File: config.mk
export PLATFORM = sky130hd
export DESIGN_NAME = instr_encoder_flat
export DESIGN_NICKNAME = d
export VERILOG_FILES = /design/src/rtl/instr_encoder_if.sv /design/src/rtl/instr_encoder.sv /design/src/flat_wrapper.sv
export SDC_FILE = /design/constraint.sdc
export NUM_CORES = 1
export LEC_CHECK = 0
export CELL_PAD_IN_SITES_DETAIL_PLACEMENT = 2
export CELL_PAD_IN_SITES_GLOBAL_PLACEMENT = 2
export CORE_ASPECT_RATIO = 0.5
export CORE_MARGIN = 1
export CORE_UTILIZATION = 23
export CTS_CLUSTER_DIAMETER = 40
export DETAILED_ROUTE_END_ITERATION = 10
export GPL_TIMING_DRIVEN = 1
export PLACE_DENSITY_LB_ADDON = 0.1
export SYNTH_ARGS = -nofsm -noshare
export SYNTH_HDL_FRONTEND = slang
export SYNTH_SLANG_ARGS = --single-unit
File: constraint.sdc
create_clock -name clk -period 1.8 [get_ports clk]
set_clock_uncertainty 0.2 [all_clocks]
set_input_delay 0.27 -clock clk [delete_from_list [all_inputs] [get_ports clk]]
set_output_delay 0.27 -clock clk [all_outputs]
set_load 0.1 [all_outputs]
File: src/rtl/instr_encoder_if.sv
// Field-bundle and memory-write bus for the instruction encoder.
// The master side feeds instructions and answers memory writes; the slave side is the encoder.
interface instr_encoder_if;
  logic        start;
  logic [15:0] base;
  logic        in_valid;
  logic        in_ready;
  logic [3:0]  opcode;
  logic [2:0]  dest;
  logic [2:0]  src1;
  logic [2:0]  src2;
  logic [10:0] imm;
  logic [2:0]  fmt;
  logic [15:0] mem_address;
  logic [15:0] mem_wdata;
  logic        mem_write;
  logic [1:0]  mem_byte_enable;
  logic        mem_resp;
  logic [15:0] count;
  logic        wrapped;

  modport master (
    output start, base, in_valid, opcode, dest, src1, src2, imm, fmt, mem_resp,
    input  in_ready, mem_address, mem_wdata, mem_write, mem_byte_enable, count, wrapped
  );

  modport slave (
    input  start, base, in_valid, opcode, dest, src1, src2, imm, fmt, mem_resp,
    output in_ready, mem_address, mem_wdata, mem_write, mem_byte_enable, count, wrapped
  );
endinterface

File: src/rtl/instr_encoder.sv
// Packs instruction fields into 16-bit words and writes them to consecutive
// halfword addresses, one word per memory handshake.
module instr_encoder (
  input logic            clk,
  input logic            reset_n,
  instr_encoder_if.slave bus
);
  typedef enum logic [1:0] {IDLE, READY, WRITE} state_t;

  state_t      state_reg, state_next;
  logic [15:0] addr_reg, addr_next;
  logic [15:0] wdata_reg, wdata_next;
  logic [15:0] count_reg, count_next;
  logic        wrapped_reg, wrapped_next;
  logic [15:0] enc_word;
  logic        accept;

  function automatic logic [15:0] encode(
    input logic [3:0]  opcode,
    input logic [2:0]  dest,
    input logic [2:0]  src1,
    input logic [2:0]  src2,
    input logic [10:0] imm,
    input logic [2:0]  fmt
  );
    logic [15:0] w;
    w = 16'h0000;
    case (fmt)
      3'd1:    w = {opcode, dest, src1, 1'b1, imm[4:0]};
      3'd2:    w = {opcode, dest, src1, imm[5:0]};
      3'd3:    w = {opcode, dest, imm[8:0]};
      3'd4:    w = {opcode, 1'b1, imm[10:0]};
      3'd5:    w = {opcode, 4'b0000, imm[7:0]};
      3'd6:    w = {opcode, 3'b000, src1, 6'b000000};
      default: w = {opcode, dest, src1, 3'b000, src2};
    endcase
    return w;
  endfunction

  always_comb begin
    enc_word = encode(bus.opcode, bus.dest, bus.src1, bus.src2, bus.imm, bus.fmt);
  end

  assign accept = bus.in_valid && bus.in_ready;

  always_ff @(posedge clk or negedge reset_n) begin
    if (!reset_n) begin
      state_reg   <= IDLE;
      addr_reg    <= 16'h0000;
      wdata_reg   <= 16'h0000;
      count_reg   <= 16'h0000;
      wrapped_reg <= 1'b0;
    end else begin
      state_reg   <= state_next;
      addr_reg    <= addr_next;
      wdata_reg   <= wdata_next;
      count_reg   <= count_next;
      wrapped_reg <= wrapped_next;
    end
  end

  always_comb begin
    state_next   = state_reg;
    addr_next    = addr_reg;
    wdata_next   = wdata_reg;
    count_next   = count_reg;
    wrapped_next = wrapped_reg;
    case (state_reg)
      IDLE, READY: begin
        if (bus.start) begin
          state_next   = READY;
          addr_next    = bus.base & 16'hFFFE;
          count_next   = 16'h0000;
          wrapped_next = 1'b0;
        end else if (accept) begin
          state_next = WRITE;
          wdata_next = enc_word;
        end
      end
      WRITE: begin
        // start is deliberately not looked at here; the write in flight finishes first
        if (bus.mem_resp) begin
          state_next = READY;
          addr_next  = addr_reg + 16'd2;
          if (count_reg != 16'hFFFF) begin
            count_next = count_reg + 16'd1;
          end
          if (addr_reg == 16'hFFFE) begin
            wrapped_next = 1'b1;
          end
        end
      end
      default: state_next = IDLE;
    endcase
  end

  always_comb begin
    // a start pulse in READY wins over in_valid, so ready drops for that cycle
    bus.in_ready        = (state_reg == READY) && !bus.start;
    bus.mem_write       = (state_reg == WRITE);
    bus.mem_byte_enable = (state_reg == WRITE) ? 2'b11 : 2'b00;
    bus.mem_address     = addr_reg;
    bus.mem_wdata       = wdata_reg;
    bus.count           = count_reg;
    bus.wrapped         = wrapped_reg;
  end
endmodule

File: src/flat_wrapper.sv
// flat-port wrapper written by rule: the top's interface ports become plain ports
module instr_encoder_flat 
  (clk, reset_n, bus_start, bus_base, bus_in_valid, bus_opcode, bus_dest, bus_src1, bus_src2, bus_imm, bus_fmt, bus_mem_resp, bus_in_ready, bus_mem_address, bus_mem_wdata, bus_mem_write, bus_mem_byte_enable, bus_count, bus_wrapped);
  instr_encoder_if bus_i ();
  input logic clk;
  input logic reset_n;
  input wire logic [$bits(bus_i.start)-1:0] bus_start;
  input wire logic [$bits(bus_i.base)-1:0] bus_base;
  input wire logic [$bits(bus_i.in_valid)-1:0] bus_in_valid;
  input wire logic [$bits(bus_i.opcode)-1:0] bus_opcode;
  input wire logic [$bits(bus_i.dest)-1:0] bus_dest;
  input wire logic [$bits(bus_i.src1)-1:0] bus_src1;
  input wire logic [$bits(bus_i.src2)-1:0] bus_src2;
  input wire logic [$bits(bus_i.imm)-1:0] bus_imm;
  input wire logic [$bits(bus_i.fmt)-1:0] bus_fmt;
  input wire logic [$bits(bus_i.mem_resp)-1:0] bus_mem_resp;
  output wire logic [$bits(bus_i.in_ready)-1:0] bus_in_ready;
  output wire logic [$bits(bus_i.mem_address)-1:0] bus_mem_address;
  output wire logic [$bits(bus_i.mem_wdata)-1:0] bus_mem_wdata;
  output wire logic [$bits(bus_i.mem_write)-1:0] bus_mem_write;
  output wire logic [$bits(bus_i.mem_byte_enable)-1:0] bus_mem_byte_enable;
  output wire logic [$bits(bus_i.count)-1:0] bus_count;
  output wire logic [$bits(bus_i.wrapped)-1:0] bus_wrapped;
  assign bus_i.start = bus_start;
  assign bus_i.base = bus_base;
  assign bus_i.in_valid = bus_in_valid;
  assign bus_i.opcode = bus_opcode;
  assign bus_i.dest = bus_dest;
  assign bus_i.src1 = bus_src1;
  assign bus_i.src2 = bus_src2;
  assign bus_i.imm = bus_imm;
  assign bus_i.fmt = bus_fmt;
  assign bus_i.mem_resp = bus_mem_resp;
  assign bus_in_ready = bus_i.in_ready;
  assign bus_mem_address = bus_i.mem_address;
  assign bus_mem_wdata = bus_i.mem_wdata;
  assign bus_mem_write = bus_i.mem_write;
  assign bus_mem_byte_enable = bus_i.mem_byte_enable;
  assign bus_count = bus_i.count;
  assign bus_wrapped = bus_i.wrapped;
  instr_encoder u_core (.clk(clk), .reset_n(reset_n), .bus(bus_i));
endmodule
==> flow_metrics.env, run 1 <==
export IMPL_p_leak_nw=2.46
export IMPL_port_buffers=98
export IMPL_synth_ff_type="dfrtp_1"
export IMPL_start_util_pct=23.9
export IMPL_tightest_slew_ns=0.488
export IMPL_synthToLayoutAreaGrowth_pct=107
export IMPL_clk_pin_slew_ns=0.07
export IMPL_io_pins=101
export IMPL_cap_viol_max_count=0
export IMPL_p_per_area_mw_per_mm2=1000
export IMPL_nFillCells=1231
export IMPL_critical_path_top_delay_family="simple AND/OR/NAND/NOR gates"
export IMPL_cts_max_level=2
export IMPL_crit_buf_inv=0
export IMPL_crit_type="reg2reg"
export IMPL_synth_avg_cell_area_um2=8.64
export IMPL_cp_data_arrival_time_ns=1.94
export IMPL_grt_antenna_before_repair=0
export IMPL_cpPeakStageDelay_ns=0.60
export IMPL_hpwl_um=9390
export IMPL_rows=28
export IMPL_cts_buffers=5
export IMPL_first_global_vias=3905
export IMPL_postLayoutSetupSlackWorst_ns=-0.160
export IMPL_place_congestion=0.797
export IMPL_dieArea_mm2=0.0129
export IMPL_grt_max_degree=51
export IMPL_synth_seq_cells=50
export IMPL_dr_pass1_iters=4
export IMPL_fmax_mhz=510
export IMPL_grt_pass1_wl_um=21200
export IMPL_die_w_um=160
export IMPL_synth_edff_count=0
export IMPL_crit_path_start_kind="flop"
export IMPL_worst_path_max_delay_cell="or4_4"
export IMPL_setup_violations=22
export IMPL_drt_iter0_markers=154
export IMPL_crit_chain="nand3_4 > or4_4 > o211a_1 > a211o_1"
export IMPL_wl_per_cell_um=21.9
export IMPL_violations="negative setup slack"
export IMPL_synth_cell_type_count=59
export IMPL_cts_root_buf="clkbuf_16"
export IMPL_period_share_pct=109
export IMPL_crit_path_max_fanout=5
export IMPL_drv_slew=0
export IMPL_gr_total_overflow=0
export IMPL_yosysSeqAreaShare_pct=43.7
export IMPL_netlist_instances=331
export IMPL_drive_gt1_share_pct=46.7
export IMPL_syn_area_mm2=0.00286
export IMPL_hold_ws_ns=0.296
export IMPL_cp_end_kind="flop"
export IMPL_cts_tree="built"
export IMPL_period_needed_ns=1.96
export IMPL_status="finished, violations left"
export IMPL_peakVddDrop_uv=530
export IMPL_rsz0062_at_grt="yes"
export IMPL_antenna_cells=0
export IMPL_yosys_warnings=0
export IMPL_ant_nets=0
export IMPL_wirelength_um=14900
export IMPL_hp_class="in2reg"
export IMPL_critPathRequiredTime_ns=1.78
export IMPL_drc=0
export IMPL_die_h_um=80.9
export IMPL_syn_num_nets=381
export IMPL_clk_path_buf_depth=2
export IMPL_p_total_mw=5.94
export IMPL_core_area_mm2=0.0120
export IMPL_grtUsageTotal_pct=21.0
export IMPL_hold_viol_final=0
export IMPL_final_nets=565
export IMPL_vias=3492
export IMPL_cts_sinks=50
export IMPL_clock_latency_ns=0.31
export IMPL_viasPerCell=5.13
export IMPL_relSlewSlack_pct=67.2
export IMPL_ys_async_sr_fraction_pct=100
-- cell type report --
type                       count  area [µm²]  share of cell area [%]
clock buffer                   5         125                    2.11
sequential                    50        1340                    22.6
tap                          165         206                    3.48
multi-input combinational    251        1770                    29.8
clock inverter                 3        40.0                   0.675
timing repair buffer         198        2400                    40.5
inverter                       9        46.3                   0.781
-- path summary, 6_finish.rpt --
check,cells past startpoint,start,endpoint,slack [ns]
setup / recovery,4,u_core.bus.count[6]$_DFFE_PN0P_,u_core.bus.count[15]$_DFFE_PN0P_,-0.16
hold / removal,3,bus_opcode[1],u_core.bus.mem_wdata[13]$_DFFE_PN0P_,0.30
setup reg to reg,4,u_core.bus.count[6]$_DFFE_PN0P_,u_core.bus.count[15]$_DFFE_PN0P_,-0.16
hold reg to reg,2,u_core.bus.mem_wdata[15]$_DFFE_PN0P_,u_core.bus.mem_wdata[15]$_DFFE_PN0P_,0.35
max in group asynchronous,3,reset_n,u_core.bus.count[5]$_DFFE_PN0P_,0.80
min in group asynchronous,3,reset_n,u_core.bus.mem_address[6]$_DFFE_PN0P_,0.31
-- synthesized netlist by cell type (all sizes together), types with 3 or more instances --
| cell | count | area (µm²) |
|---|---|---|
| nand3 | 17 | 97.6 |
| o21ai | 25 | 125 |
| nor3 | 9 | 45.0 |
| nand2 | 46 | 173 |
| a31oi | 17 | 113 |
| nor2 | 24 | 90.1 |
| nor4 | 6 | 37.5 |
| and3 | 5 | 31.3 |
| a221oi | 6 | 52.6 |
| clkbuf | 10 | 37.5 |
| a21oi | 26 | 130 |
| and2 | 3 | 18.8 |
| inv | 8 | 30.0 |
| or4 | 3 | 26.3 |
| buf | 11 | 61.3 |
| o21a | 3 | 22.5 |
| dfrtp | 50 | 1250 |
| nand2b | 3 | 18.8 |
| mux2i | 6 | 60.1 |
| nand4 | 9 | 71.3 |
-- through the flow --
step	instances	area, µm²	TNS, ns	setup slack [ns]	util, %
2_1_floorplan	331	3140	-11.21	-0.452	-
3_3_place_gp	646	5270	-8.73	-0.328	43.9
6_report	681	5930	-1.80	-0.160	49.5
3_5_place_dp	646	5270	-11.73	-0.432	43.9
4_1_cts	663	5590	-0.776	-0.0915	46.6
5_1_grt	681	5930	-3.37	-0.203	49.5
-- layout by cell type, fill, tap and decap left out, types with 3 or more instances in the layout --
cell              n
nand3_1          14
buf_6            11
nand4_1           8
a31oi_1          14
dfrtp_2          10
nor2_1           23
nor4_1            3
nand2_1          43
a221oi_2          4
dfrtp_1          19
buf_12           58
dfrtp_4          21
o21ai_0          20
clkdlybuf4s50_1  45
inv_1             8
buf_4            80
a21oi_2           6
nor3_1            7
a31oi_4           3
clkbuf_16         7
mux2i_1           6
o21a_1            3
o21ai_1           3
a21oi_1          19
and3_1            3
-- metal layers --
layer	up-vias	track usage [%]	wire, µm	share of wire [%]
met3	17	4.29	585	3.9
met4	0	5.48	249	1.7
met1	1784	25.0	6490	43
met5	-	0	0	0
met2	96	39.2	7610	51
li1	1595	-	-	-
-- timing repair --
item | CTS | global route
hold endpoints to repair | 50 | 0
resized for setup | 19 | 41
gates cloned | 0 | 2
setup buffers | 8 | 16
hold buffers | 1 | 0
pin swaps | 9 | 8
endpoints found under the setup margin | 27 | 46
-- worst min-delay path, stage by stage --
cell	delay, ns
clkdlybuf4s50_1	0.40
nand2_1	0.06
nand2_1	0.04
-- power by group --
| part | total (mW) | internal, mW | leakage [nW] | switching [mW] |
|---|---|---|---|---|
| Combinational | 3.21 | 1.21 | 1.79 | 2.00 |
| Sequential | 1.60 | 1.33 | 0.581 | 0.264 |
| Clock | 1.14 | 0.653 | 0.0836 | 0.483 |
| Total | 5.94 | 3.19 | 2.46 | 2.75 |
-- kinds of logic (layout without fill, tap and decap cells) --
group                      count (synthesis)  after routing  share of synthesized area (%)
and+or+nand+nor                          138            138                           24.8
AOI/OAI and AO/OA                        103            103                           23.3
muxes                                      7              7                           2.49
DFF                                       50             50                           43.7
other                                      1              1                          0.131
adders and majority gates                  2              2                          0.875
buffers and inverters                     30            215                           4.64
(Power assumes the default switching activity.)
==> run 2, diff against run 1 <==
--- a/config.mk
+++ b/config.mk
@@ -13,7 +13,7 @@
 export CTS_CLUSTER_DIAMETER = 40
 export DETAILED_ROUTE_END_ITERATION = 10
 export GPL_TIMING_DRIVEN = 1
-export PLACE_DENSITY_LB_ADDON = 0.1
+export PLACE_DENSITY_LB_ADDON = 0.2
 export SYNTH_ARGS = -nofsm -noshare
 export SYNTH_HDL_FRONTEND = slang
 export SYNTH_SLANG_ARGS = --single-unit
==> flow_metrics.env, run 2 (synthesis gave the netlist of run 1 again) <==
export IMPL_crit_path_start_kind="input pin"
export IMPL_tns_ns=-3.06
export IMPL_cp_common_cell="buf_4"
export IMPL_placed_area_mm2=0.00529
export IMPL_dr_pass1_iters=4
export IMPL_relSlewSlack_pct=64.9
export IMPL_postLayoutSetupSlackWorst_ns=-0.273
export IMPL_seqPwrFrac_pct=26.8
export IMPL_start_util_pct=23.9
export IMPL_grt_antenna_before_repair=0
export IMPL_cts_max_level=2
export IMPL_status="finished, violations left"
export IMPL_path_depth=5
export IMPL_period_share_pct=115
export IMPL_dieArea_mm2=0.0129
export IMPL_setup_violations=29
export IMPL_clk_path_buf_depth=2
export IMPL_drv_slew=0
export IMPL_ant_nets=0
export IMPL_final_cell_mix="buf_4 (88), buf_12 (56), clkdlybuf4s50_1 (45)"
export IMPL_wl_per_cell_um=24.3
export IMPL_multi_input_area_mm2=0.00184
export IMPL_rsz0062_at_grt="yes"
export IMPL_drc=0
export IMPL_cp_end_kind="primary output"
export IMPL_grt_max_degree=34
export IMPL_clock_latency_ns=0.30
export IMPL_cp_data_arrival_time_ns=1.60
export IMPL_drive_gt1_share_pct=49.0
export IMPL_critical_path_top_delay_family="buffers and inverters"
export IMPL_pre_cts_ws_ns=-0.460
export IMPL_die_w_um=160
export IMPL_nFillCells=1207
export IMPL_cts_tree="built"
export IMPL_io_pins=101
export IMPL_crit_chain="clkdlybuf4s50_1 > buf_4 > nor3b_4 > buf_4 > buf_12"
export IMPL_power_switching_mw=2.79
export IMPL_hold_viol_final=0
export IMPL_cts_root_buf="clkbuf_16"
export IMPL_antenna_cells=0
export IMPL_first_global_vias=3977
export IMPL_drt_iter0_markers=128
export IMPL_p_per_area_mw_per_mm2=999
export IMPL_wirelength_um=16700
export IMPL_vias=3624
export IMPL_place_congestion=0.809
export IMPL_crit_type="in2out"
export IMPL_layout_commonest_cell="buf_4"
export IMPL_viasPerCell=5.28
export IMPL_grt_pass1_wl_um=22700
export IMPL_hp_class="in2async"
export IMPL_hpwl_um=9910
export IMPL_port_buffers=98
export IMPL_worst_path_max_delay_cell="clkdlybuf4s50_1"
export IMPL_seq_area_mm2=0.00134
export IMPL_fmax_mhz=482
export IMPL_synthToLayoutAreaGrowth_pct=110
export IMPL_crit_path_max_fanout=4
export IMPL_crit_buf_inv=4
export IMPL_rr_worst_depth=5
export IMPL_violations="negative setup slack"
export IMPL_cpPeakStageDelay_ns=0.48
export IMPL_finalInstanceArea_mm2=0.00601
export IMPL_tightest_slew_ns=0.527
export IMPL_p_leak_nw=2.50
export IMPL_p_int_mw=3.21
export IMPL_gr_total_overflow=0
export IMPL_cts_buffers=5
export IMPL_p_comb_share_pct=54.3
export IMPL_cts_sinks=50
export IMPL_rows=28
export IMPL_cap_viol_max_count=0
export IMPL_peakVddDrop_uv=729
export IMPL_clkPwrFrac_pct=18.9
export IMPL_p_sw_share_pct=46.5
export IMPL_period_needed_ns=2.07
export IMPL_clk_pin_slew_ns=0.07
export IMPL_critPathRequiredTime_ns=1.33
export IMPL_core_area_mm2=0.0120
export IMPL_final_nets=571
export IMPL_die_h_um=80.9
export IMPL_grtUsageTotal_pct=22.9
==> run 2: changes by cell type in the layout (fill, tap and decap cells not counted), sizes merged <==
| cell | previous run | this run |
|---|---|---|
| clkinv | 3 | 1 |
| clkbuf | 7 | 6 |
| clkinvlp | 0 | 2 |
| buf | 150 | 157 |
==> run 2: worst register-to-register path, cell delays in order, from the launching register on <==
cell	delay (ns)
dfrtp_4	0.44
ha_4	0.16
nand4_4	0.15
or4_4	0.59
a31oi_1	0.23
a31oi_1	0.10
==> run 2: per-stage QoR <==
step / hold slack, ns / power (mW) / utilization (%) / cells
floorplan: -0.226 / 3.31 / - / 331
detailed placement: 0.0773 / 4.66 / 44.2 / 651
finish: 0.274 / 6.00 / 50.2 / 687
CTS: 0.293 / 5.88 / 47.7 / 672
global placement: 0.0719 / 4.58 / 44.2 / 651
global route: 0.309 / 6.22 / 50.2 / 687
==> run 2: cell type report <==
class | count | share of cell area (%)
flip-flops and latches | 50 | 22.3
well taps | 165 | 3.44
repair buffers | 204 | 40.2
clock buffers | 5 | 2.08
multi-input cells | 251 | 30.6
clock inverters | 3 | 0.750
inverters | 9 | 0.645
==> run 2: final timing paths <==
kind	startpoint	end	slack, ns
setup / recovery	bus_start	bus_in_ready	-0.27
hold / removal	reset_n	u_core.bus.mem_address[10]$_DFFE_PN0P_	0.27
setup reg to reg	u_core.bus.count[0]$_DFFE_PN0P_	u_core.bus.count[5]$_DFFE_PN0P_	-0.21
hold reg to reg	u_core.bus.mem_wdata[5]$_DFFE_PN0P_	u_core.bus.mem_wdata[5]$_DFFE_PN0P_	0.35
max in group asynchronous	reset_n	u_core.bus.count[7]$_DFFE_PN0P_	0.54
min in group clk	bus_opcode[1]	u_core.bus.mem_wdata[13]$_DFFE_PN0P_	0.30
==> run 2: power groups by stage <==
stage               Combinational, mW  Sequential, mW  Clock (mW)
floorplan                       0.512            2.79           0
global placement                 2.99            1.59           0
detailed placement               3.06            1.61           0
CTS                              3.14            1.59        1.14
global route                     3.38            1.64        1.21
finish                           3.26            1.61        1.14
==> run 2: per-layer routing <==
metal | routed length (µm) | track usage (%)
met5 | 0 | 0
met4 | 388 | 7.31
met3 | 850 | 5.16
met2 | 8720 | 43.6
met1 | 6740 | 26.0
==> run 2: repair_timing <==
action	in CTS	in global routing
gates resized for setup	30	39
pin swaps	11	13
setup endpoints to repair	31	46
setup buffers	12	16
gates cloned	0	1
hold buffers	1	0
hold endpoints to repair	17	0
==> edit: new RTL, flow settings as in run 1 <==
Encoding of `state_t`: now one-hot (3 bits for 3 states).
--- a/src/rtl/instr_encoder.sv
+++ b/src/rtl/instr_encoder.sv
@@ -5,7 +5,7 @@
   input logic            reset_n,
   instr_encoder_if.slave bus
 );
-  typedef enum logic [1:0] {IDLE, READY, WRITE} state_t;
+  typedef enum logic [2:0] {IDLE = 3'b001, READY = 3'b010, WRITE = 3'b100} state_t;
 
   state_t      state_reg, state_next;
   logic [15:0] addr_reg, addr_next;
Behaviour: same outputs for any inputs over 10 cycles, from zero or initial values and one cycle with reset_n low; not proved beyond that.
==> edit against run 1 <==
- the flow still finishes with violations (setup timing)
- setup slack lost 0.15 ns
- sequential cell count grew 1
- maximum frequency shrank 6.9%
- design area grew 6.1%
- wire length grew 8.0%
- area after synthesis shrank 2.6%
- highest routed layer unchanged
Power is not compared: it rests on default switching activity, and its combinational part moved more than twofold at a synthesized area within 25%.
==> edit: results (changes against run 1) <==
<table>
<tr><th>Metric</th><th>Value</th></tr>
<tr><th colspan="2">Logic synthesis</th></tr>
<tr><td>Synthesized-area fraction occupied by adder cells</td><td>0.898% (+0.023 points)</td></tr>
<tr><td>Dominant cells by area after synthesis</td><td>sky130_fd_sc_hd__dfrtp_1 (45%), sky130_fd_sc_hd__nand2_1 (5.4%), sky130_fd_sc_hd__o21ai_0 (5.2%)</td></tr>
<tr><td>Xor-xnor portion of the synthesized cell area</td><td>0.314% (+0.31 points)</td></tr>
<tr><td>Post-Synthesis Net Count</td><td>364 (-4.5%)</td></tr>
<tr><td>Number of distinct library cells after synthesis</td><td>50 (-15%)</td></tr>
<tr><td>Portion of netlist area occupied by mux cells</td><td>3.10% (+0.60 points)</td></tr>
<tr><td>Fraction of the yosys area taken by sequential cells</td><td>45.8% (+2.1 points)</td></tr>
<tr><td>Gate count of the mapped netlist</td><td>314 (-5.1%)</td></tr>
<tr><td>Post-synthesis compound-gate area fraction</td><td>24.7% (+1.5 points)</td></tr>
<tr><th colspan="2">Critical path</th></tr>
<tr><td>Top fanout value on the critical path</td><td>6 (+1)</td></tr>
<tr><td>Slowest cell on crit path</td><td>sky130_fd_sc_hd__dfrtp_1</td></tr>
<tr><td>Critical path data arrival time</td><td>1.64 ns (-0.30 ns)</td></tr>
<tr><th colspan="2">Placed design</th></tr>
<tr><td>HPWL after detailed placement</td><td>8470 um (-9.8%)</td></tr>
<tr><td>Total placed cells including tap cells</td><td>618 (-4.3%)</td></tr>
<tr><td>Routability cong.</td><td>0.800 (+0.38%)</td></tr>
<tr><td>DP Worst Slack</td><td>-0.469 ns (-0.0375 ns)</td></tr>
<tr><td>Placed Instance Area</td><td>5130 um2 (-2.5%)</td></tr>
<tr><th colspan="2">Finish</th></tr>
<tr><td>Finished Core Util</td><td>55.2% (+5.8 points)</td></tr>
<tr><td>Final nets</td><td>554 (-1.9%)</td></tr>
<tr><td>Share of post-route cells with drive strength above 1</td><td>58.8% (+12 points)</td></tr>
<tr><th colspan="2">STA</th></tr>
<tr><td>Setup WS post-layout</td><td>-0.306 ns (-0.146 ns)</td></tr>
<tr><td>Slew @ Worst Pin</td><td>0.505 ns (+0.0170 ns)</td></tr>
<tr><td>Final number of setup-violating endpoints</td><td>52 (+140%)</td></tr>
<tr><td>Setup Total Neg Slack</td><td>-8.36 ns (-6.56 ns)</td></tr>
<tr><th colspan="2">Status</th></tr>
<tr><td>Failing checks</td><td>setup timing</td></tr>
<tr><td>Run status</td><td>complete, but fails checks</td></tr>
<tr><th colspan="2">Drt</th></tr>
<tr><td>Final wirelength</td><td>16100 um (+8.0%)</td></tr>
<tr><td>Count of routing violations after the opening detailed-route iteration</td><td>138 (-10%)</td></tr>
<tr><th colspan="2">Global routing</th></tr>
<tr><td>Global-route wire length before repair</td><td>21900 um (+3.3%)</td></tr>
<tr><td>Pin count of the biggest net entering global routing</td><td>20 (-61%)</td></tr>
<tr><td>Total global routing track utilization</td><td>22.9% (+1.9 points)</td></tr>
</table>
## edit: cell types whose count changed after synthesis, moves of 5 or more
cell	run 1	this run
sky130_fd_sc_hd__o22ai_1	2	7
sky130_fd_sc_hd__nand4_1	8	3
sky130_fd_sc_hd__inv_1	8	2
sky130_fd_sc_hd__a221oi_1	6	1
sky130_fd_sc_hd__nor3_1	9	4
sky130_fd_sc_hd__a31oi_1	16	8
sky130_fd_sc_hd__nor4_1	6	1
sky130_fd_sc_hd__o21ai_1	0	18
sky130_fd_sc_hd__nand2_1	46	40
## edit: what timing repair did
item / CTS / global route
pin swaps: 22 / 29
hold buffers: 1 / 0
endpoints found under the hold margin: 16 / 0
buffers inserted: 25 / 10
gates resized for setup: 73 / 91
setup endpoints to repair: 52 / 53
cloned: 3 / 4
## edit: logic make-up (layout without fill, tap and decap cells)
group / after synthesis / count (layout)
AOI/OAI and AO/OA: 114 / 114
xor gates and xnor gates: 1 / 1
adders and majority gates: 2 / 2
buffers and inverters: 24 / 213
DFF: 51 / 51
muxes: 8 / 8
other: 1 / 1
and+or+nand+nor: 113 / 115
## edit: final timing paths
check                                                     from                                     to  slack [ns]  cells past startpoint
max                            u_core.state_reg[1]$_DFFE_PN0P_                 bus_mem_byte_enable[1]       -0.31                      5
min in group asynchronous                              reset_n       u_core.bus.count[15]$_DFFE_PN0P_        0.27                      2
min reg2reg                u_core.bus.mem_wdata[9]$_DFFE_PN0P_    u_core.bus.mem_wdata[9]$_DFFE_PN0P_        0.35                      2
max in group asynchronous                              reset_n        u_core.state_reg[0]$_DFFE_PN1P_        0.52                      3
min                                                  bus_start        u_core.state_reg[1]$_DFFE_PN0P_        0.26                      3
max reg2reg                    u_core.state_reg[0]$_DFFE_PN1P_  u_core.bus.mem_address[9]$_DFFE_PN0P_       -0.30                      9
## edit: routing by layer
metal	up-vias	track usage, %	routed length [um]
met4	0	5.63	360
met2	118	42.3	8490
met1	1726	27.4	6500
li1	1539	-	-
met5	-	0	0
met3	27	4.34	778
## edit: power groups by stage
stage	Combinational, uW	Clock, uW	Sequential, uW
6_report	6600	1010	2300
3_5_place_dp	5460	0	2180
2_1_floorplan	1070	0	4320
5_1_grt	6800	1070	2340
4_1_cts	5960	1020	2170
3_3_place_gp	5350	0	2130
## edit: layout make-up
class / instances / area share, %
repair buffers: 201 / 40.4
clock buffers: 6 / 2.05
clock inverters: 2 / 0.199
multi-input cells: 241 / 32.1
flip-flops and latches: 51 / 21.7
well taps: 159 / 3.16
inverters: 4 / 0.438
## edit: tightest hold or removal path: stages
cell and delay [ns]:
sky130_fd_sc_hd__dlymetal6s2s_1 0.20, sky130_fd_sc_hd__nand4bb_4 0.15, sky130_fd_sc_hd__o21ai_0 0.10
